[config.mk]
export PLATFORM = sky130hd
export DESIGN_NAME = rolling_window_stats
export DESIGN_NICKNAME = d
export VERILOG_FILES = /design/src/rtl/rolling_window_stats.sv
export SDC_FILE = /design/constraint.sdc
export NUM_CORES = 2
export LEC_CHECK = 0
export CAP_MARGIN = 20
export CORE_MARGIN = 2
export CORE_UTILIZATION = 60
export DETAILED_ROUTE_END_ITERATION = 8
export PLACE_DENSITY_LB_ADDON = 0.12
export SYNTH_ARGS = -nofsm -noshare
export SYNTH_HDL_FRONTEND = slang
export SYNTH_SLANG_ARGS = --single-unit
[constraint.sdc]
create_clock -name clk -period 12.7 [get_ports clk]
set_input_delay 1.27 -clock clk [delete_from_list [all_inputs] [get_ports clk]]
set_output_delay 1.27 -clock clk [all_outputs]
set_load 0.01 [all_outputs]
[src/rtl/rolling_window_stats.sv]
// Sliding-window mean and mean-of-squares over the last 2**window_log2
// price samples, feeding the Z-score trade stage.
module rolling_window_stats #(
  parameter int data_width  = 16,
  parameter int window_log2 = 4
) (
  input  logic                      clk,
  input  logic                      rst,
  input  logic                      price_valid,
  input  logic [data_width-1:0]     price_in,
  input  logic                      clear,
  output logic [data_width-1:0]     current_data,
  output logic [data_width-1:0]     N_mean,
  output logic [2*data_width-1:0]   N_sqr_mean,
  output logic                      data_valid_pre,
  output logic                      window_full
);

  localparam int N  = 2**window_log2;
  localparam int DW = data_width;
  localparam int SW = data_width + window_log2;
  localparam int QW = 2*data_width + window_log2;
  localparam int FW = window_log2 + 1;
  localparam logic [FW-1:0] FULL = FW'(N);

  logic [DW-1:0]          mem_q [N];
  logic [window_log2-1:0] wr_ptr_q, wr_ptr_d;
  logic [FW-1:0]          fill_q, fill_d;
  logic [SW-1:0]          sum_q, sum_d;
  logic [QW-1:0]          sqsum_q, sqsum_d;

  logic [DW-1:0]          cur_q;
  logic [DW-1:0]          mean_q;
  logic [2*DW-1:0]        sqm_q;
  logic                   dvp_q;

  logic                   accept;
  logic                   full;
  logic [DW-1:0]          old_w;
  logic [2*DW-1:0]        sq_in;
  logic [2*DW-1:0]        sq_old;

  assign accept = price_valid & ~clear;
  assign full   = (fill_q == FULL);

  // Evicted slot only counts once the window has wrapped.
  assign old_w  = full ? mem_q[wr_ptr_q] : '0;
  assign sq_in  = (2*DW)'(price_in) * (2*DW)'(price_in);
  assign sq_old = (2*DW)'(old_w) * (2*DW)'(old_w);

  always_comb begin
    wr_ptr_d = wr_ptr_q;
    fill_d   = fill_q;
    sum_d    = sum_q;
    sqsum_d  = sqsum_q;
    if (clear) begin
      wr_ptr_d = '0;
      fill_d   = '0;
      sum_d    = '0;
      sqsum_d  = '0;
    end else if (price_valid) begin
      wr_ptr_d = wr_ptr_q + 1'b1;
      fill_d   = full ? FULL : fill_q + FW'(1);
      sum_d    = sum_q + SW'(price_in) - SW'(old_w);
      sqsum_d  = sqsum_q + QW'(sq_in) - QW'(sq_old);
    end
  end

  always_ff @(posedge clk) begin
    if (accept) mem_q[wr_ptr_q] <= price_in;
  end

  always_ff @(posedge clk) begin
    if (rst) begin
      wr_ptr_q <= '0;
      fill_q   <= '0;
      sum_q    <= '0;
      sqsum_q  <= '0;
    end else begin
      wr_ptr_q <= wr_ptr_d;
      fill_q   <= fill_d;
      sum_q    <= sum_d;
      sqsum_q  <= sqsum_d;
    end
  end

  // Shift by window_log2 is the slice starting at bit window_log2.
  always_ff @(posedge clk) begin
    if (rst) begin
      cur_q  <= '0;
      mean_q <= '0;
      sqm_q  <= '0;
      dvp_q  <= 1'b0;
    end else begin
      dvp_q <= accept && (fill_d == FULL);
      if (accept) begin
        cur_q  <= price_in;
        mean_q <= sum_d[window_log2 +: DW];
        sqm_q  <= sqsum_d[window_log2 +: 2*DW];
      end
    end
  end

  assign current_data   = cur_q;
  assign N_mean         = mean_q;
  assign N_sqr_mean     = sqm_q;
  assign data_valid_pre = dvp_q;
  assign window_full    = full;

endmodule

* Word-level counts from Yosys, hierarchy flattened
Memory sizes are Yosys's and may differ from the RTL's. A register that Yosys moved wholly into a read port is not among the register bits. Index checks and enable logic that the tools add are counted.
Word-level totals: input bits 20, register bits 130, logic and storage cells 37, memories 1, output and inout port bits 66, RAM bits 256
Memories:
- mem_q | words 16, bits a word 16, read ports 1, clocked after memory_dff 1, write ports 1, RTL line 26 | logic [DW-1:0] mem_q [N];
Operators by class: bitwise operators 2, multipliers 2, equality and inequality tests 2, add/sub/neg operators 6, multiplexer cells 12, reductions and logical operators 2
Operator list (number):
- $mux 36 | 2
- $mul 16x16->32 | 2
- $mux 20 | 2
- $add 36x32->36 | 1
- $sub 36x32->36 | 1
- $add 20x16->20 | 1
- $sub 20x16->20 | 1
- $mux 16 | 1
- $mux 5 | 3
- $eq 5x5->1 const B | 2
- $mux 4 | 2
- $add 5x1->5 const B | 1
- $add 4x1->4 const B | 1
- $mux 1 | 2
- $reduce_or 2->1 | 1
- $and 1x1->1 | 1
- $logic_and 1x1->1 | 1
- $not 1->1 | 1

* Logic depth before layout (Yosys ltp)
depth in word-level cells 6, mapped depth 36, mapped depth without buffers 32

* Worst setup path after synthesis
No wires, ideal clock.
path kind flip-flop to flip-flop, from register with a tool-made name, to register sqm_q[29] (netlist: N_sqr_mean[29]), cell stages (with the launch flop) 32, setup slack 3.866 ns, arrival time 8.712 ns, library setup time 0.122 ns, cell sequence dfxtp_1 -> buf_6 -> buf_2 -> mux4_2 -> mux4_2 -> and2_1 -> clkbuf_1 -> inv_1 -> nor2_1 -> fa_1 -> fa_1 -> inv_1 -> fa_1 -> fa_1 -> inv_1 -> fa_1 -> fa_1 -> inv_1 -> fa_1 -> inv_1 -> fa_1 -> inv_1 -> ha_1 -> a21oi_1 -> nor2_1 -> a211oi_1 -> a211oi_2 -> o31ai_2 -> a31oi_2 -> a31oi_1 -> mux2_1 -> a311o_1
RTL lines:
- end signal: assignment | RTL line 99 | sqm_q <= sqsum_d[window_log2 +: 2*DW];
- end: declaration | RTL line 34 | logic [2*DW-1:0] sqm_q;

==> key figures <==
Clocking
  • Setup bufs post-CTS: 0
  • Clk_lat worst skew: 0.59 ns
  • CTS Root Cell: clkbuf_16
  • Clock Sinks: 390
  • CTS tree: built
  • Reg clk slew, reported paths: 0.06 ns
  • # hold bufs at CTS: 0
  • H-tree levels: 2
  • Resize count post-CTS: 0
  • Clock tree buffer depth: 3
  • Clock buffer count from CTS: 42

Yosys
  • Synth Area in Compound Gates: 4.83%
  • Synthesized area: 0.0324 sq mm
  • Adder-cell share of the synthesized area: 36.5%
  • Synth Area in XOR/XNOR: 1.46%
  • Synth Instances: 2,933
  • Largest family of logic cells by synthesized area: adder cells
  • Area leader, netlist: fa_1
  • Post-synth top area share: 27.8%
  • Most frequent cell after synthesis: inv_1
  • Post-synth ARST share: 0%
  • Syn Area/Cell: 11.1 sq um
  • Seq/Total Area, Yosys: 32.0%
  • Simple-Gate Fraction of Synth Area: 8.40%
  • Synth Warn #: 0
  • Yosys reg bits: 390
  • Most common library cells after synthesis: inv_1, fa_1, nand2_1
  • Synth area leaders: fa_1, edfxtp_1, ha_1, inv_1, dfxtp_1
  • Number of synthesized flops with an enable pin: 256
  • Syn nets: 3,629
  • Post-synth top flop: edfxtp_1
  • Post-synthesis mux area share: 6.85%
  • Distinct cells, synth: 68

Global routing
  • Vias in the first global route: 23,000
  • Grt total ovfl: 0
  • GRT Overall Usage: 31.0%
  • Initial antenna violation count: 1
  • First-pass GRT wire length: 131 mm
  • Largest net degree at the start of global routing: 65

Detailed routing
  • WL per Instance: 21.9 um
  • Drt drc: 0
  • Routed wire length: 81.7 mm
  • Starting DRT DRC Count: 1,649
  • ANT nets after route: 0
  • Vias per cell: 5.63
  • Vias: 21,000
  • Pre-antenna DRT Iters: 7

Timing
  • WHS: 0.456 ns
  • Sum Neg Setup Slack: 0 ns
  • Setup Viol. Count Final: 0
  • Least-Margin Pin Slew: 0.944 ns
  • Final Hold Viols: 0
  • Slew Viols, Final: 0
  • Fmax: 96.5 MHz
  • Final min period: 10.36 ns
  • Slew headroom: 37.1%
  • RSZ-0062 raised after global routing: false
  • Crit share post-route: 81.6%
  • Fin worst setup slack: 2.34 ns
  • Final clock skew: 0.0255 ns

Critical path
  • Arrival @ worst endpoint: 10.82 ns
  • R2r endpoint: sqsum_q[33]
  • R2r setup slk: 2.34 ns
  • Req. time, crit path: 13.16 ns
  • Crit Path Class: reg2reg
  • CP most frequent cell: fa_1
  • Crit Path Max Fanout: 42
  • CP max stage delay: 0.89 ns
  • Worst R2R Path Depth: 29
  • Slowest cell on the critical path: dfxtp_4
  • Setup crit end: sqsum_q[33]
  • CP Capture Type: flip-flop
  • Crit start category: flip-flop

Placement
  • Post-DP Area: 0.0340 sq mm
  • DPL Wire Length: 61.6 mm
  • Worst slack, placed: 2.35 ns
  • Port Buffers: 85
  • GPL Wtd Cong: 0.960

Cells and area
  • NumNets Final: 3,705
  • Ratio of cells with drive above 1 in the final layout: 7.53%
  • Synthesis-to-layout area growth: 9.11%
  • Design area: 0.0354 sq mm

Floorplanning
  • Die area: 0.0559 sq mm
  • Row count: 85
  • Die width: 236 um
  • Die extent in y: 236 um
  • Starting density of the core: 60.5%
  • Area of the core: 0.0536 sq mm
  • Top Ports: 86

Job
  • Max cap viols: 0

Run status
  • Outcome: complete, no violations

Worst hold path
  • Hold Path Class: reg2reg
worst max-delay path: cells and delay by family, from the launching register on:
family	cells	cell delay (ns)
fa+ha+maj	9	4.31
compound gates	7	1.91
mux	3	1.52
flops	1	0.89
simple gates	3	0.46
buf+inv	7	1.06
how the worst min path moves through the flow:
stage	from	endpoint	slack, ns	cells after the start
final	N_mean[11]	N_mean[11]	0.46	2
after detailed placement	N_mean[15]	N_mean[15]	0.45	2
after CTS	N_mean[15]	N_mean[15]	0.46	2
after global placement	current_data[3]	current_data[3]	0.44	2
after global routing	N_mean[15]	N_mean[15]	0.47	2
after floorplan	sqsum_q[16]	sqsum_q[16]	0.45	2
logic make-up (layout without fill, tap and decap cells):
family | Yosys count | in the layout
buf+inv | 821 | 928
fa+ha+maj | 676 | 676
simple gates | 615 | 615
flops | 390 | 390
compound gates | 250 | 250
mux | 127 | 127
xor+xnor | 54 | 54
other cells | 0 | 1
sequential cells by signal, summed over array words and instances, names as in the netlist, named ones only:
| name | flops |
|---|---|
| N_sqr_mean | 32 |
| mem_q | 256 |
| current_data | 16 |
| sum_q | 20 |
| wr_ptr_q | 4 |
| data_valid_pre | 1 |
| fill_q | 5 |
| sqsum_q | 36 |
| N_mean | 16 |
cell type report:
type / count / area, sq um
Antenna cell: 1 / 2.50
Timing Repair Buffer: 133 / 1200
Multi-Input combinational cell: 1722 / 18800
Clock inverter: 22 / 264
Clock buffer: 53 / 1120
Tap cell: 696 / 871
Fill cell: 4193 / 18200
Inverter: 720 / 2700
Sequential cell: 390 / 10400
per-stage QoR:
stage | util (%) | cells
global route | 66.0 | 3736
CTS | 66.0 | 3736
detailed placement | 63.4 | 3661
global placement | 63.4 | 3661
finish | 66.0 | 3737
floorplan | - | 2933
cell usage in the layout (no fill, tap or decap), types with 4 or more instances in the layout:
| cell type | count |
|---|---|
| inv_1 | 717 |
| fa_1 | 450 |
| nand2_1 | 281 |
| edfxtp_1 | 256 |
| ha_1 | 226 |
| nor2_1 | 153 |
| dfxtp_1 | 132 |
| a21oi_1 | 97 |
| clkdlybuf4s50_1 | 82 |
| mux4_2 | 75 |
| buf_4 | 49 |
| and2_1 | 45 |
| o21ai_0 | 45 |
| mux2i_1 | 43 |
| clkbuf_16 | 42 |
| xnor2_1 | 37 |
| nor3_1 | 30 |
| nand3_1 | 22 |
| and3_1 | 21 |
| a21o_1 | 20 |
| a211oi_1 | 19 |
| xor2_1 | 17 |
| nand2b_1 | 13 |
| nor2b_1 | 13 |
| nand4_1 | 13 |
| o21a_1 | 12 |
| mux2_2 | 8 |
| o21bai_1 | 7 |
| a31oi_1 | 7 |
| clkbuf_1 | 7 |
| o31ai_1 | 6 |
| clkinv_1 | 5 |
| o22ai_1 | 5 |
| clkinv_2 | 5 |
| or2_2 | 4 |
| o21ai_2 | 4 |
| nor3_2 | 4 |
| or3_1 | 4 |
per-layer routing:
layer,share of wire [%],vias up,track usage [%]
li1,-,9413,-
met3,7.3,135,4.51
met1,40,10700,42.3
met5,0,-,0
met4,3.1,0,9.38
met2,49,758,51.9
Power is not shown: default switching activity piles up to over one toggle a cycle in this logic, so the estimate is an artifact.
